## config.mk

```make
export PLATFORM = sky130hd
export DESIGN_NAME = ram_rr_arbiter_flat
export DESIGN_NICKNAME = d
export VERILOG_FILES = /design/src/rtl/ram_rr_arbiter_if.sv /design/src/rtl/ram_rr_arbiter.sv /design/src/flat_wrapper.sv
export SDC_FILE = /design/constraint.sdc
export NUM_CORES = 1
export LEC_CHECK = 0
export CORE_UTILIZATION = 40
export DETAILED_ROUTE_END_ITERATION = 10
export HOLD_SLACK_MARGIN = 0.12
export PLACE_DENSITY = 0.9
export SLEW_MARGIN = 20
export SYNTH_ARGS = -nofsm -noshare
export SYNTH_HDL_FRONTEND = slang
export SYNTH_SLANG_ARGS = --single-unit
```

## constraint.sdc

```tcl
create_clock -name clk -period 3.9 [get_ports clk]
set_clock_uncertainty 0.2 [all_clocks]
set_input_delay 0.585 -clock clk [delete_from_list [all_inputs] [get_ports clk]]
set_output_delay 0.585 -clock clk [all_outputs]
set_load 0.05 [all_outputs]
```

## src/rtl/ram_rr_arbiter_if.sv

```systemverilog
// Bus bundle between the two requesters, the arbiter and the single-port ram.
// master: the requester/ram side (testbench or surrounding datapath).
// slave : the arbiter itself.
interface ram_rr_arbiter_if #(
    parameter int AW = 8,
    parameter int DW = 32
);
    // requester A
    logic          a_req;
    logic          a_we;
    logic [AW-1:0] a_adr;
    logic [DW-1:0] a_din;
    logic          a_gnt;
    logic          a_rvalid;
    logic [DW-1:0] a_rdata;
    // requester B
    logic          b_req;
    logic          b_we;
    logic [AW-1:0] b_adr;
    logic [DW-1:0] b_din;
    logic          b_gnt;
    logic          b_rvalid;
    logic [DW-1:0] b_rdata;
    // ram side
    logic          ram_we;
    logic [AW-1:0] ram_adr;
    logic [DW-1:0] ram_din;
    logic [DW-1:0] ram_dout;
    // status
    logic          busy;

    modport master (
        output a_req, a_we, a_adr, a_din,
        input  a_gnt, a_rvalid, a_rdata,
        output b_req, b_we, b_adr, b_din,
        input  b_gnt, b_rvalid, b_rdata,
        input  ram_we, ram_adr, ram_din,
        output ram_dout,
        input  busy
    );

    modport slave (
        input  a_req, a_we, a_adr, a_din,
        output a_gnt, a_rvalid, a_rdata,
        input  b_req, b_we, b_adr, b_din,
        output b_gnt, b_rvalid, b_rdata,
        output ram_we, ram_adr, ram_din,
        input  ram_dout,
        output busy
    );
endinterface

```

## src/rtl/ram_rr_arbiter.sv

```systemverilog
// Two-way round-robin arbiter/sequencer in front of one single-port ram.
// IDLE grants one requester (combinational gnt), ACCESS drives the ram for
// one cycle, WAIT covers the ram read latency and returns the read data.

// Per-requester read return: holds the last read result and presents the
// live ram data during the completing cycle so rvalid/rdata line up.
module ram_rr_arbiter_port #(
    parameter int DW = 32
) (
    input  logic          clk,
    input  logic          rst_n,
    input  logic          done_i,
    input  logic [DW-1:0] ram_dout_i,
    output logic          rvalid_o,
    output logic [DW-1:0] rdata_o
);
    logic [DW-1:0] rdata_q;

    // capture the returning word at the end of the completing cycle
    always_ff @(posedge clk or negedge rst_n) begin
        if (!rst_n)      rdata_q <= '0;
        else if (done_i) rdata_q <= ram_dout_i;
    end

    assign rvalid_o = done_i;
    assign rdata_o  = done_i ? ram_dout_i : rdata_q;
endmodule

module ram_rr_arbiter #(
    parameter int AW     = 8,
    parameter int DW     = 32,
    parameter int RD_LAT = 1
) (
    input logic             clk,
    input logic             rst_n,
    ram_rr_arbiter_if.slave bus
);
    localparam int NREQ = 2;

    localparam logic [1:0] S_IDLE   = 2'd0;
    localparam logic [1:0] S_ACCESS = 2'd1;
    localparam logic [1:0] S_WAIT   = 2'd2;

    // WAIT lasts RD_LAT cycles; counter runs 0..RD_LAT-1
    localparam logic [1:0] CNT_LAST = 2'(RD_LAT - 1);

    logic [1:0]    state_q, state_d;
    logic [1:0]    cnt_q, cnt_d;
    logic          ptr_q, ptr_d;     // 0 = A has priority, 1 = B
    logic          own_q, own_d;     // owner of the in-flight access
    logic          we_q, we_d;
    logic [AW-1:0] adr_q, adr_d;
    logic [DW-1:0] din_q, din_d;

    logic                      idle;
    logic                      sel_b;
    logic [NREQ-1:0]           gnt;
    logic                      done;
    logic [NREQ-1:0]           done_vec;
    logic [NREQ-1:0]           rvalid;
    logic [NREQ-1:0][DW-1:0]   rdata;

    assign idle = (state_q == S_IDLE);

    // B wins if it is the only requester, or both request and ptr points at B.
    // Gating with rst_n keeps gnt low while reset is asserted.
    assign sel_b  = bus.b_req & (~bus.a_req | ptr_q);
    assign gnt[0] = rst_n & idle & bus.a_req & ~sel_b;
    assign gnt[1] = rst_n & idle & sel_b;

    // state sequencing: IDLE -> ACCESS -> (WAIT x RD_LAT) -> IDLE
    always_comb begin
        state_d = state_q;
        cnt_d   = cnt_q;
        case (state_q)
            S_IDLE: begin
                if (|gnt) state_d = S_ACCESS;
            end
            S_ACCESS: begin
                if (we_q) begin
                    state_d = S_IDLE;
                end else begin
                    state_d = S_WAIT;
                    cnt_d   = '0;
                end
            end
            S_WAIT: begin
                if (cnt_q == CNT_LAST) state_d = S_IDLE;
                else                   cnt_d   = cnt_q + 2'd1;
            end
            default: state_d = S_IDLE;
        endcase
    end

    // latch the winning request and hand priority to the other side
    always_comb begin
        we_d  = we_q;
        adr_d = adr_q;
        din_d = din_q;
        own_d = own_q;
        ptr_d = ptr_q;
        if (|gnt) begin
            we_d  = sel_b ? bus.b_we  : bus.a_we;
            adr_d = sel_b ? bus.b_adr : bus.a_adr;
            din_d = sel_b ? bus.b_din : bus.a_din;
            own_d = sel_b;
            ptr_d = ~sel_b;
        end
    end

    // state, counter and request latch registers
    always_ff @(posedge clk or negedge rst_n) begin
        if (!rst_n) begin
            state_q <= S_IDLE;
            cnt_q   <= '0;
            ptr_q   <= 1'b0;
            own_q   <= 1'b0;
            we_q    <= 1'b0;
            adr_q   <= '0;
            din_q   <= '0;
        end else begin
            state_q <= state_d;
            cnt_q   <= cnt_d;
            ptr_q   <= ptr_d;
            own_q   <= own_d;
            we_q    <= we_d;
            adr_q   <= adr_d;
            din_q   <= din_d;
        end
    end

    // last WAIT cycle: ram_dout is valid for the owner
    assign done        = (state_q == S_WAIT) && (cnt_q == CNT_LAST);
    assign done_vec[0] = done & ~own_q;
    assign done_vec[1] = done &  own_q;

    for (genvar g = 0; g < NREQ; g++) begin : g_port
        ram_rr_arbiter_port #(.DW(DW)) u_port (
            .clk        (clk),
            .rst_n      (rst_n),
            .done_i     (done_vec[g]),
            .ram_dout_i (bus.ram_dout),
            .rvalid_o   (rvalid[g]),
            .rdata_o    (rdata[g])
        );
    end

    // ram address/data come straight from the latch, so they hold their
    // last value outside ACCESS; the write strobe is ACCESS-only
    assign bus.ram_we  = (state_q == S_ACCESS) & we_q;
    assign bus.ram_adr = adr_q;
    assign bus.ram_din = din_q;

    assign bus.a_gnt    = gnt[0];
    assign bus.b_gnt    = gnt[1];
    assign bus.a_rvalid = rvalid[0];
    assign bus.b_rvalid = rvalid[1];
    assign bus.a_rdata  = rdata[0];
    assign bus.b_rdata  = rdata[1];
    assign bus.busy     = ~idle;
endmodule

```

## src/flat_wrapper.sv

```systemverilog
// flat-port wrapper written by rule: the top's interface ports become plain ports
module ram_rr_arbiter_flat 
#(
    parameter int AW     = 8,
    parameter int DW     = 32,
    parameter int RD_LAT = 1
)
  (clk, rst_n, bus_a_req, bus_a_we, bus_a_adr, bus_a_din, bus_a_gnt, bus_a_rvalid, bus_a_rdata, bus_b_req, bus_b_we, bus_b_adr, bus_b_din, bus_b_gnt, bus_b_rvalid, bus_b_rdata, bus_ram_we, bus_ram_adr, bus_ram_din, bus_ram_dout, bus_busy);
  ram_rr_arbiter_if #(.AW(AW), .DW(DW)) bus_i ();
  input logic clk;
  input logic rst_n;
  input wire logic [$bits(bus_i.a_req)-1:0] bus_a_req;
  input wire logic [$bits(bus_i.a_we)-1:0] bus_a_we;
  input wire logic [$bits(bus_i.a_adr)-1:0] bus_a_adr;
  input wire logic [$bits(bus_i.a_din)-1:0] bus_a_din;
  output wire logic [$bits(bus_i.a_gnt)-1:0] bus_a_gnt;
  output wire logic [$bits(bus_i.a_rvalid)-1:0] bus_a_rvalid;
  output wire logic [$bits(bus_i.a_rdata)-1:0] bus_a_rdata;
  input wire logic [$bits(bus_i.b_req)-1:0] bus_b_req;
  input wire logic [$bits(bus_i.b_we)-1:0] bus_b_we;
  input wire logic [$bits(bus_i.b_adr)-1:0] bus_b_adr;
  input wire logic [$bits(bus_i.b_din)-1:0] bus_b_din;
  output wire logic [$bits(bus_i.b_gnt)-1:0] bus_b_gnt;
  output wire logic [$bits(bus_i.b_rvalid)-1:0] bus_b_rvalid;
  output wire logic [$bits(bus_i.b_rdata)-1:0] bus_b_rdata;
  output wire logic [$bits(bus_i.ram_we)-1:0] bus_ram_we;
  output wire logic [$bits(bus_i.ram_adr)-1:0] bus_ram_adr;
  output wire logic [$bits(bus_i.ram_din)-1:0] bus_ram_din;
  input wire logic [$bits(bus_i.ram_dout)-1:0] bus_ram_dout;
  output wire logic [$bits(bus_i.busy)-1:0] bus_busy;
  assign bus_i.a_req = bus_a_req;
  assign bus_i.a_we = bus_a_we;
  assign bus_i.a_adr = bus_a_adr;
  assign bus_i.a_din = bus_a_din;
  assign bus_a_gnt = bus_i.a_gnt;
  assign bus_a_rvalid = bus_i.a_rvalid;
  assign bus_a_rdata = bus_i.a_rdata;
  assign bus_i.b_req = bus_b_req;
  assign bus_i.b_we = bus_b_we;
  assign bus_i.b_adr = bus_b_adr;
  assign bus_i.b_din = bus_b_din;
  assign bus_b_gnt = bus_i.b_gnt;
  assign bus_b_rvalid = bus_i.b_rvalid;
  assign bus_b_rdata = bus_i.b_rdata;
  assign bus_ram_we = bus_i.ram_we;
  assign bus_ram_adr = bus_i.ram_adr;
  assign bus_ram_din = bus_i.ram_din;
  assign bus_i.ram_dout = bus_ram_dout;
  assign bus_busy = bus_i.busy;
  ram_rr_arbiter #(.AW(AW), .DW(DW), .RD_LAT(RD_LAT)) u_core (.clk(clk), .rst_n(rst_n), .bus(bus_i));
endmodule
```

==> run summary <==
The synthesized netlist occupies a cell area of 4570 sq um. The number of buffers inserted by hold repair at cts is 1. The data required time of the worst path is 3.12 ns. The max-capacitance violation count came out at 0.

The number of search-and-repair iterations in the first detailed-routing pass came out at 4. The clock period minus final worst setup slack is 3.53 ns. The routed via count divided by cell count is 5.03.

The count of final max-slew check failures was 0. From left edge to right edge, the die measures 109 um. The count of routing violations after the opening detailed-route iteration came out at 159. The deepest clock path buffer count is 2. The pre-CTS setup slack came out at 0.719 ns. Summed over all instances, the cell type with the most area after synthesis is sky130_fd_sc_hd__dfrtp_1. The synthesis warning total is 0.

The library cells used most frequently in the layout, excluding fill and tap cells, are sky130_fd_sc_hd__clkdlybuf4s50_1, sky130_fd_sc_hd__dfrtp_1, sky130_fd_sc_hd__mux2_2, sky130_fd_sc_hd__and2_1, sky130_fd_sc_hd__buf_4. The number of antenna violations at the first check in global routing is 0. Synthesis instantiated 29 different standard cells from the library. The synthesized instance count is 315. When the netlist entered floorplanning its net count stood at 438.

The clock input transition at the sequential cells of the worst setup and hold paths came out at 0.06 ns. The root buffer cell is sky130_fd_sc_hd__clkbuf_16. For this configuration, the core starts out at a cell density of 41.6%.

The layout filler cell count is 810. The total congestion overflow came out at 0. The via count of the first global-routing pass came out at 3676. The combinational cell fraction of total power is 62.3%. The number of cells upsized or downsized after cts is 0. The half-perimeter wire length after placement is 8590 um. The transition time of the tightest slew-check pin came out at 0.749 ns. The first-pass GRT wire length came out at 17800 um. The final antenna-violating net count came out at 0.

By area the synthesized netlist is led by sky130_fd_sc_hd__dfrtp_1, sky130_fd_sc_hd__mux2_2, sky130_fd_sc_hd__a221o_1. The congestion estimate from routability-driven global placement came to 0.755. Registers are responsible for 25.6% of the overall power. The area added between synthesis and finish is 56.8%. The largest fanout of any net on the critical path came out at 33. The net total in the final layout came out at 664. The area share of the largest cell type after synthesis came out at 60.8%. The H-tree generated during clock tree synthesis spans 3 levels. The routed design has 11700 um of wire. The overall power after layout is 7.47 mW. The worst ir drop on vdd is 712 uV. A synthesized cell averages 14.5 sq um.

The number of clock buffers inserted by TritonCTS is 9. In this run the vertical extent of the chip is 109 um. The number of rows created at floorplan is 38. The design internal power is 3.88 mW.

Setup repair after global routing left no endpoint under its margin. The leakage power summed over all cells came out at 3.09 nW. For this run, the total global-route usage over all layers was measured as 19.8%.

Of the cells placed in the final design, the portion with a size suffix greater than 1 is 22.9%. The register area share after synthesis is 60.8%. The least setup slack across all paths after layout came out at 0.374 ns. The number of buffers added on ports came out at 227. The insertion delay of the later-clocked pin in the worst-skew pair came out at 0.34 ns. The maximum frequency from static timing analysis is 284 MHz. The run finished with clean final reports.

The setup check on the worst reg-to-reg path leaves a slack of 1.74 ns. The count of endpoints failing setup in the final report is 0. The top-level port count is 228.

The switching power came out at 3.59 mW. The library cell used most frequently in the layout, excluding fill and tap cells, is sky130_fd_sc_hd__clkdlybuf4s50_1. The DRC violation count after routing is 0.

In this run switching power makes up 48.0% of total power. The TritonCTS clock tree is built. The clock power share is 12.1%.

Of the available clock period, the critical path in the final layout requires 90.4%. The worst setup path is launched from a flip-flop. The total number of clock tree sinks is 111. Entering global routing, the biggest net connects 86 pins.

Dividing total power by cell area gives a power density of 1040 nW/um^2. The area of the core came out at 11000 sq um. The antenna diode instance count came out at 0.

STA classifies the critical path endpoint as an output port. After clock tree synthesis, the setup repair step added 0 buffers. The final route contains 3447 vias. The type of the worst setup path is reg -> out. The wire length per cell after detailed routing came out at 17.0 um. The arrival time reported for the critical path endpoint came out at 2.74 ns. The die area came out at 11800 sq um. The final hold violation count came out at 0. The post-synthesis sequential element count came out at 111. The worst pin sits at a relative slew slack of 50.1%. In the final timing run, aggregate negative setup slack is 0 ns. The path type of the worst min-delay path is reg -> reg.
==> cell type report <==
type | count | area [sq um] | area share, %
Clock inverter | 3 | 43.8 | 0.612
Clock buffer | 12 | 246 | 3.44
Timing Repair Buffer | 234 | 2260 | 31.5
Tap cell | 140 | 175 | 2.45
Sequential cell | 111 | 2780 | 38.8
Inverter | 10 | 37.5 | 0.524
Multi-Input combinational cell | 175 | 1620 | 22.7
==> metal layers <==
metal	share of wire (%)	track usage [%]	vias to the layer above
met3	8.6	6.04	18
li1	-	-	1592
met2	50	33.8	169
met4	1.8	7.43	0
met1	40	23.3	1668
met5	0	0	-
==> cells by family after synthesis <==
family	after synthesis	synth area share [%]
DFF	111	60.8
muxes	67	16.5
adders and majority gates	5	1.37
AOI/OAI and AO/OA	50	10.4
buffers and inverters	29	3.81
and+or+nand+nor	53	7.10
==> state kept, by name, summed over array words and instances (netlist names) <==
name	count
u_core.cnt_q	2
u_core.we_q	1
u_core.own_q	1
u_core.bus.ram_adr	8
u_core.bus.ram_din	32
u_core.g_port.u_port.rdata_q	64
u_core.state_q	2
u_core.ptr_q	1
==> cells in the mapped netlist (all sizes together) <==
cell type,instances
dfrtp,111
mux2,65
and2,41
a221o,40
buf,15
inv,10
ha,5
clkbuf,4
and3,3
a21boi,2
a21oi,2
mux2i,2
nand2,2
nand2b,2
nand3,2
nor2,2
a2bb2oi,1
a31o,1
nor2b,1
o211ai,1
o21ai,1
o21bai,1
o22ai,1
==> power groups by stage <==
stage	registers (mW)	clock network [mW]	logic [mW]
floorplan	2.54	0	2.56
global placement	1.90	0	4.59
detailed placement	1.92	0	4.68
CTS	1.91	0.924	4.69
global route	1.96	0.975	4.85
finish	1.91	0.902	4.65
==> final timing paths <==
kind                                                startpoint                                  end  depth (start not counted)
setup reg to reg                             u_core.state_q[1]               u_core.bus.ram_din[29]                          6
hold reg to reg            u_core.g_port[0].u_port.rdata_q[31]  u_core.g_port[0].u_port.rdata_q[31]                          1
hold / removal             u_core.g_port[0].u_port.rdata_q[31]  u_core.g_port[0].u_port.rdata_q[31]                          1
min in group asynchronous                                rst_n                          u_core.we_q                          2
setup / recovery                             u_core.state_q[0]                      bus_a_rdata[16]                          7
max in group asynchronous                                rst_n                    u_core.state_q[1]                          3
==> critical path, stage by stage, from the launching register on <==
cell	delay (ns)
sky130_fd_sc_hd__dfrtp_1	0.40
sky130_fd_sc_hd__inv_1	0.11
sky130_fd_sc_hd__ha_1	0.20
sky130_fd_sc_hd__nand2_1	0.09
sky130_fd_sc_hd__nor2_2	0.08
sky130_fd_sc_hd__buf_4	0.38
sky130_fd_sc_hd__mux2_2	0.41
sky130_fd_sc_hd__clkdlybuf4s50_1	0.71
==> through the flow <==
stage,utilization [%],hold WS (ns),instance area [sq um],cells
2_1_floorplan,-,0.0894,4570,315
3_3_place_gp,62.4,0.278,6850,669
3_5_place_dp,62.4,0.284,6850,669
4_1_cts,65.1,0.302,7150,685
5_1_grt,65.2,0.309,7160,685
6_report,65.2,0.298,7160,685
No activity file was read; power rests on OpenSTA's default activity.
